==> config.mk <==
export PLATFORM = sky130hd
export DESIGN_NAME = store_align_buffer
export DESIGN_NICKNAME = d
export VERILOG_FILES = /design/src/rtl/store_align_buffer.sv
export SDC_FILE = /design/constraint.sdc
export NUM_CORES = 1
export LEC_CHECK = 0
export ABC_CLOCK_PERIOD_IN_PS = 4500
export CAP_MARGIN = 25
export CORE_MARGIN = 2
export CORE_UTILIZATION = 35
export CTS_CLUSTER_DIAMETER = 80
export DETAILED_ROUTE_END_ITERATION = 7
export SYNTH_ARGS = -nofsm -noshare
export SYNTH_HDL_FRONTEND = slang
export SYNTH_SLANG_ARGS = --single-unit
==> constraint.sdc <==
create_clock -name clk -period 4.5 [get_ports clk]
set_clock_uncertainty 0.1 [all_clocks]
set_input_delay 0.45 -clock clk [delete_from_list [all_inputs] [get_ports clk]]
set_output_delay 0.45 -clock clk [all_outputs]
set_load 0.01 [all_outputs]
==> src/rtl/store_align_buffer.sv <==
// store_align_buffer: turns SB/SH/SW register data into lane-aligned word
// writes with byte enables and queues them in a small FIFO in front of the
// data memory port. Misaligned stores are dropped and flagged.
module store_align_buffer #(
  parameter int unsigned DEPTH = 4,
  parameter int unsigned PTR_W = 2
) (
  input  logic        clk,
  input  logic        rst,
  input  logic        st_valid,
  input  logic [5:0]  opcode,
  input  logic [31:0] addr,
  input  logic [31:0] wdata,
  output logic        st_ready,
  output logic        st_misalign,
  output logic        buf_empty,
  output logic        mem_req,
  output logic [31:0] mem_addr,
  output logic [31:0] mem_wdata,
  output logic [3:0]  mem_be,
  input  logic        mem_ack
);

  localparam int unsigned CNT_W = PTR_W + 1;
  localparam logic [5:0]  OP_SB = 6'd40;
  localparam logic [5:0]  OP_SH = 6'd41;
  localparam logic [5:0]  OP_SW = 6'd43;

  logic [CNT_W-1:0] r_count;
  logic [PTR_W-1:0] r_wr_ptr;
  logic [PTR_W-1:0] r_rd_ptr;
  logic [29:0]      r_addr_q [DEPTH];
  logic [31:0]      r_data_q [DEPTH];
  logic [3:0]       r_be_q   [DEPTH];

  logic        w_is_sb;
  logic        w_is_sh;
  logic        w_is_sw;
  logic        w_is_st;
  logic        w_misalign;
  logic        w_accept;
  logic        w_push;
  logic        w_pop;
  logic [31:0] w_fmt_data;
  logic [3:0]  w_fmt_be;

  assign w_is_sb    = (opcode == OP_SB);
  assign w_is_sh    = (opcode == OP_SH);
  assign w_is_sw    = (opcode == OP_SW);
  assign w_is_st    = st_valid & (w_is_sb | w_is_sh | w_is_sw);
  assign w_misalign = (w_is_sh & addr[0]) | (w_is_sw & (addr[1:0] != 2'b00));
  assign w_accept   = w_is_st & st_ready;
  assign w_push     = w_accept & ~w_misalign;
  assign w_pop      = mem_req & mem_ack;

  // Lane replication and byte-enable generation for the incoming store
  always_comb begin
    w_fmt_data = wdata;
    w_fmt_be   = 4'b0000;
    if (w_is_sb) begin
      w_fmt_data = {4{wdata[7:0]}};
      w_fmt_be   = 4'b0001 << addr[1:0];
    end else if (w_is_sh) begin
      w_fmt_data = {2{wdata[15:0]}};
      w_fmt_be   = addr[1] ? 4'b1100 : 4'b0011;
    end else if (w_is_sw) begin
      w_fmt_data = wdata;
      w_fmt_be   = 4'b1111;
    end
  end

  // Occupancy, pointers and the misalign pulse
  always_ff @(posedge clk) begin
    if (rst) begin
      r_count     <= '0;
      r_wr_ptr    <= '0;
      r_rd_ptr    <= '0;
      st_misalign <= 1'b0;
    end else begin
      st_misalign <= w_accept & w_misalign;
      if (w_push) r_wr_ptr <= r_wr_ptr + PTR_W'(1);
      if (w_pop)  r_rd_ptr <= r_rd_ptr + PTR_W'(1);
      case ({w_push, w_pop})
        2'b10:   r_count <= r_count + CNT_W'(1);
        2'b01:   r_count <= r_count - CNT_W'(1);
        default: r_count <= r_count;
      endcase
    end
  end

  // Entry storage; contents are only meaningful between tail and head
  always_ff @(posedge clk) begin
    if (w_push) begin
      r_addr_q[r_wr_ptr] <= addr[31:2];
      r_data_q[r_wr_ptr] <= w_fmt_data;
      r_be_q[r_wr_ptr]   <= w_fmt_be;
    end
  end

  assign st_ready  = (r_count != CNT_W'(DEPTH));
  assign buf_empty = (r_count == '0);
  assign mem_req   = ~buf_empty;

  // Head presentation, forced to zero while empty so stale slots never show
  always_comb begin
    mem_addr  = 32'h0;
    mem_wdata = 32'h0;
    mem_be    = 4'h0;
    if (mem_req) begin
      mem_addr  = {r_addr_q[r_rd_ptr], 2'b00};
      mem_wdata = r_data_q[r_rd_ptr];
      mem_be    = r_be_q[r_rd_ptr];
    end
  end

endmodule

==> results of run 1 <==
==> registers in the layout (all words and copies together) (netlist names), named ones only <==
signal / count
r_data_q: 128
r_rd_ptr: 2
r_addr_q: 120
st_misalign: 1
r_wr_ptr: 2
r_count: 3
r_be_q: 16
==> final cells by class <==
cell class / count / share of cell area
flip-flops and latches: 274 / 0.5922
repair buffers: 151 / 0.1157
inverters: 9 / 0.002459
clock inverters: 17 / 0.008379
multi-input cells: 225 / 0.1923
clock buffers: 35 / 0.05291
well taps: 396 / 0.03607
==> logic make-up after synthesis <==
| logic type | share of synthesized area |
|---|---|
| adders and majority gates | 0.007522 |
| buffers and inverters | 0.02029 |
| AOI/OAI and AO/OA | 0.008662 |
| other | 0.0003416 |
| muxes | 0.1638 |
| xor gates and xnor gates | 0.003192 |
| DFF | 0.7404 |
| and+or+nand+nor | 0.05585 |
==> worst min-delay path, delay by kind of cell (launching register included) <==
kind / cells / cell delay [ns]
DFF: 1 / 0.34
and+or+nand+nor: 1 / 0.08
muxes: 1 / 0.06
==> power groups by stage <==
stage                     Combinational [mW]  Sequential, mW  Clock (mW)
after global routing                   0.254            2.80        2.26
after CTS                              0.239            2.80        2.15
final                                  0.236            2.80        2.10
after global placement                 0.231            2.86           0
after floorplan                       0.0970            2.86           0
after detailed placement               0.237            2.86           0
==> cells in the mapped netlist, types with 2 or more instances <==
library cell and instances:
a21oi_1 11, and2_1 71, buf_2 10, buf_4 4, buf_6 5, clkbuf_1 10, dfxtp_1 10, edfxtp_1 264
ha_1 5, inv_1 9, mux2_2 9, mux2_4 8, mux2i_1 9, mux4_2 66, nand2b_1 2, nor2_1 22
o21ai_0 3, or3_1 2, xor2_1 3
==> metrics by stage <==
stage | total power [mW] | utilization | hold WS, ns | setup slack [ns] | cells
floorplan | 2.953 | - | 0.3614 | 1.211 | 538
global placement | 3.089 | 0.4154 | 0.3736 | 1.401 | 1050
detailed placement | 3.096 | 0.4154 | 0.4154 | 1.319 | 1050
CTS | 5.197 | 0.4428 | 0.4259 | 0.9322 | 1102
global route | 5.316 | 0.4468 | 0.4533 | 0.8302 | 1107
finish | 5.144 | 0.4468 | 0.4274 | 1.036 | 1107
==> worst max-delay path by stage <==
stage,from,end
floorplan,opcode[4],r_addr_q[0][0]
global placement,opcode[4],r_data_q[3][13]
detailed placement,opcode[0],r_data_q[0][13]
CTS,register,mem_wdata[26]
global route,register,mem_wdata[27]
finish,register,mem_wdata[26]
==> per-layer routing <==
metal / routed length (um) / up-vias / track usage
li1: - / 2436 / -
met1: 9963 / 2733 / 0.1880
met2: 10880 / 203 / 0.2320
met3: 1403 / 26 / 0.02439
met4: 340 / 0 / 0.02829
met5: 0 / - / 0
==> flow_summary.toml, run 1 <==
[status]
status = "finished clean"

[sta]
maxSlewHeadroom = 0.4920
rsz0062_at_grt = "false"
tightest_slew_ns = 0.7620
finalSetupViolCount = 0
hold_viol_final = 0
slew_violations = 0
max_freq_ghz = 0.2887
layout_worst_path_cycle_share = 0.7698
min_period_ns = 3.464
setup-tns-final_ns = 0

[layout]
nets = 769
design_area_um2 = 13740
n_fill_cell = 2657
antenna_cells = 0
layout_common_cells = "edfxtp_1, clkdlybuf4s50_1, and2_1"
seq_area_um2 = 8135
multi_input_area_um2 = 2643
mostFrequentLayoutCell = "edfxtp_1"
layout-drive-gt1-share = 0.1997
area_growth_pct = 25.14

[global_routing]
grt_max_degree = 67
grt_usage = 0.1375
grt_pass1_wl_mm = 34.70
grt_pass1_vias = 5958
overflow = 0
grt_antenna_before_repair = 0

[yosys]
ys_warn_count = 0
synth_ff_type = "edfxtp_1"
netlist_area_um2 = 10980
netlist_top_cells_area = "edfxtp_1, mux4_2, and2_1"
ys_ff_latch = 274
netlist_instances = 537
yosys.area.top_type = "edfxtp_1"
syn_avg_cell_area_um2 = 20.44
ys_seq_area_frac = 0.7404
ys_types = 33
synth_top_cell_area_share = 0.7221
synth-edff-count = 264
synthArstFlopShare = 0

[critical_path]
cp_top_family = "buffers and inverters"
cp-end-kind = "output pin"
r2r-end = "r_count[2]"
required_ns = 3.95
worst-setup-path-type = "register to output pin"
crit_chain = "buf_12 > mux4_2 > and2_1 > clkdlybuf4s50_1"
reg2reg_slack_ns = 1.74
rr_worst_depth = 8
cp-start-kind = "register"
cpPeakStageDelay_ns = 0.67
cp_max_fo = 43
critical_path_buf_inv_count = 2
crit_cells = 4
crit_path_top_delay_cell = "dfxtp_4"
worstPathArrival_ns = 2.91
regToRegStartpoint = "r_count[0]"

[place]
dpl_cell_area_um2 = 12770
port_buffers = 143
hpwl_mm = 13.58
place.gp.congestion = 0.7634

[clocking]
root_buffer = "clkbuf_16"
cts_tree = "done"
cts_resized = 0
insertion_delay_ns = 0.53
cts_sinks = 274
clk_pin_slew_ns = 0.06
cts_made_buffers = 28
post_cts_buffers = 0
cts_hold_buf = 0
h-tree-depth = 1
cts.path.max_buffers = 3

[pwr]
vdd_drop_max_mv = 0.2661
p_per_area_nw_per_um2 = 374.4
power_leakage_nw = 4.299
p_int_mw = 4.130
swShare = 0.1972
combPwrFrac = 0.046
p_switching_mw = 1.015
clockPowerShare = 0.409
p_seq_frac = 0.545

[floorplanning]
fp.dieW_um = 181.1
start_util = 0.3570
num_rows = 64
io_pins = 146
chipHeight_um = 181.1
die-area_um2 = 32800
core_um2 = 30750

[detailed_routing]
ant_nets = 0
drt_drc_violations_left = 0
vias = 5398
drt-initial-drc-count = 526
wl_mm = 22.59
wl_per_cell_um = 20.40
avgViaCountPerCell = 4.876
dr.pass1.iters = 5

[hold_path]
min_to = "r_wr_ptr[1]"
hold_path.startpoint = "r_wr_ptr[1]"
hold_depth = 2
worstHoldPathType = "register to register"

[flow_run]
cap_violations = 0
(Power assumes the default switching activity.)
==> run 2, diff against run 1 <==
--- a/config.mk
+++ b/config.mk
@@ -5,7 +5,7 @@
 export SDC_FILE = /design/constraint.sdc
 export NUM_CORES = 1
 export LEC_CHECK = 0
-export ABC_CLOCK_PERIOD_IN_PS = 4500
+export ABC_CLOCK_PERIOD_IN_PS = 3470
 export CAP_MARGIN = 25
 export CORE_MARGIN = 2
 export CORE_UTILIZATION = 35
==> constraint.sdc (replaced) <==
create_clock -name clk -period 3.47 [get_ports clk]
set_clock_uncertainty 0.1 [all_clocks]
set_input_delay 0.347 -clock clk [delete_from_list [all_inputs] [get_ports clk]]
set_output_delay 0.347 -clock clk [all_outputs]
set_load 0.01 [all_outputs]
==> flow_summary.toml, run 2 (synthesis gave the netlist of run 1 again) <==
[layout]
largest_register_ff_count = 128
mostFrequentLayoutCell = "edfxtp_1"
layout_common_cells = "edfxtp_1, clkdlybuf4s50_1, and2_1"
area_growth_pct = 26.68
reg.largest.list = "r_data_q (128), r_addr_q (120), r_be_q (16)"
layoutNonFillerInstCount = 1123
utilization = 0.4523
nets = 785
layout-drive-gt1-share = 0.2124
largest-register = "r_data_q"
n_fill_cell = 2599

[critical_path]
cp-start-kind = "register"
worst-setup-path-type = "register to output pin"
required_ns = 3.02
crit_path_top_delay_cell = "or3_2"
cp-end-kind = "output pin"
cpPeakStageDelay_ns = 0.73
cp_top_family = "buffers and inverters"
crit_chain = "or3_2 > buf_4 > and2_1 > clkdlybuf4s50_1"
cp_max_fo = 44
critical_path_buf_inv_count = 2
worstPathArrival_ns = 2.77

[clocking]
cts_sinks = 274
post_cts_buffers = 0
cts_tree = "done"
cts_resized = 0
cts_made_buffers = 30
cts.path.max_buffers = 3
cts_hold_buf = 0
root_buffer = "clkbuf_16"
insertion_delay_ns = 0.54
h-tree-depth = 1
clk_pin_slew_ns = 0.06

[detailed_routing]
wl_mm = 22.90
dr.pass1.iters = 4
avgViaCountPerCell = 4.920
vias = 5525
drt-initial-drc-count = 276
wl_per_cell_um = 20.39
ant_nets = 0
drt_drc_violations_left = 0

[global_routing]
grt_pass1_wl_mm = 34.94
grt_antenna_before_repair = 4
grt_max_degree = 45
grt_pass1_vias = 5996
grt_usage = 0.1389
overflow = 0

[sta]
layout_worst_path_cycle_share = 0.9268
hold_viol_final = 0
rsz0062_at_grt = "false"
tightest_slew_ns = 0.6095
maxSlewHeadroom = 0.5937
finalSetupViolCount = 0
max_freq_ghz = 0.3109
min_period_ns = 3.216
hold_slack_ns = 0.3517
slew_violations = 0
setup-tns-final_ns = 0

[place]
port_buffers = 143
hpwl_mm = 14.79
place.gp.congestion = 0.7542
dp.cells = 1069

[pwr]
power_leakage_nw = 4.383
p_per_area_nw_per_um2 = 487.4
finalPower_mw = 6.779
vdd_drop_max_mv = 0.3301

[floorplanning]
die-area_um2 = 32800
chipHeight_um = 181.1
fp.dieW_um = 181.1
io_pins = 146
num_rows = 64
start_util = 0.3570
core_um2 = 30750

[hold_path]
worstHoldPathType = "input pin to register"

[status]
status = "finished clean"

[flow_run]
cap_violations = 0
run 2: cell types whose count changed in the layout (fill, tap and decap cells not counted), moves of 3 or more:
cell	change
buf_16	-3
buf_4	+11
buf_12	+6
clkinv_2	-6
clkinv_1	+4
run 2: through the flow:
stage                     worst slack, ns  cell area (um2)
after floorplan                    0.2844            10980
after global placement             0.6553            13020
after detailed placement           0.6084            13020
after CTS                          0.1623            13900
after global routing              0.05901            13900
final                              0.2539            13910
run 2: path summary, 6_finish.rpt:
| kind | from | endpoint | slack [ns] | depth (start not counted) |
|---|---|---|---|---|
| worst max-delay path | r_count[0] | mem_wdata[31] | 0.25 | 4 |
| worst min-delay path | addr[23] | r_addr_q[3][21] | 0.35 | 1 |
| worst max register to register | r_count[0] | r_count[2] | 0.92 | 8 |
| worst min register to register | r_count[2] | r_count[2] | 0.42 | 2 |
run 2: routing by layer:
layer | global-route usage | routed length, um
met5 | 0 | 8
met4 | 0.03187 | 391
met3 | 0.03709 | 1735
met2 | 0.2305 | 10970
met1 | 0.1836 | 9792
run 2: power by group:
| part | internal, mW | leakage [nW] | total, mW | switching, mW |
|---|---|---|---|---|
| Sequential | 3.63 | 2.44 | 3.64 | 0.00793 |
| Clock | 1.64 | 0.431 | 2.84 | 1.19 |
| Combinational | 0.171 | 1.51 | 0.303 | 0.132 |
run 2: area by class of cell:
cell class / count / area [um2] / share of cell area
antenna: 2 / 5.005 / 0.0003599
clock buffer: 35 / 769.5 / 0.05533
clock inverter: 17 / 116.4 / 0.008367
inverter: 9 / 33.78 / 0.002429
multi-input combinational: 225 / 2643 / 0.1900
sequential: 274 / 8135 / 0.5850
tap: 396 / 495.5 / 0.03563
timing repair buffer: 165 / 1709 / 0.1229
run 2: worst register-to-register path, stage by stage, from the launching register on:
cell,delay [ns]
dfxtp_1,0.34
or3_2,0.73
and2_1,0.31
ha_1,0.22
inv_1,0.07
fa_1,0.17
xor2_1,0.07
or3_1,0.31
a21oi_1,0.16
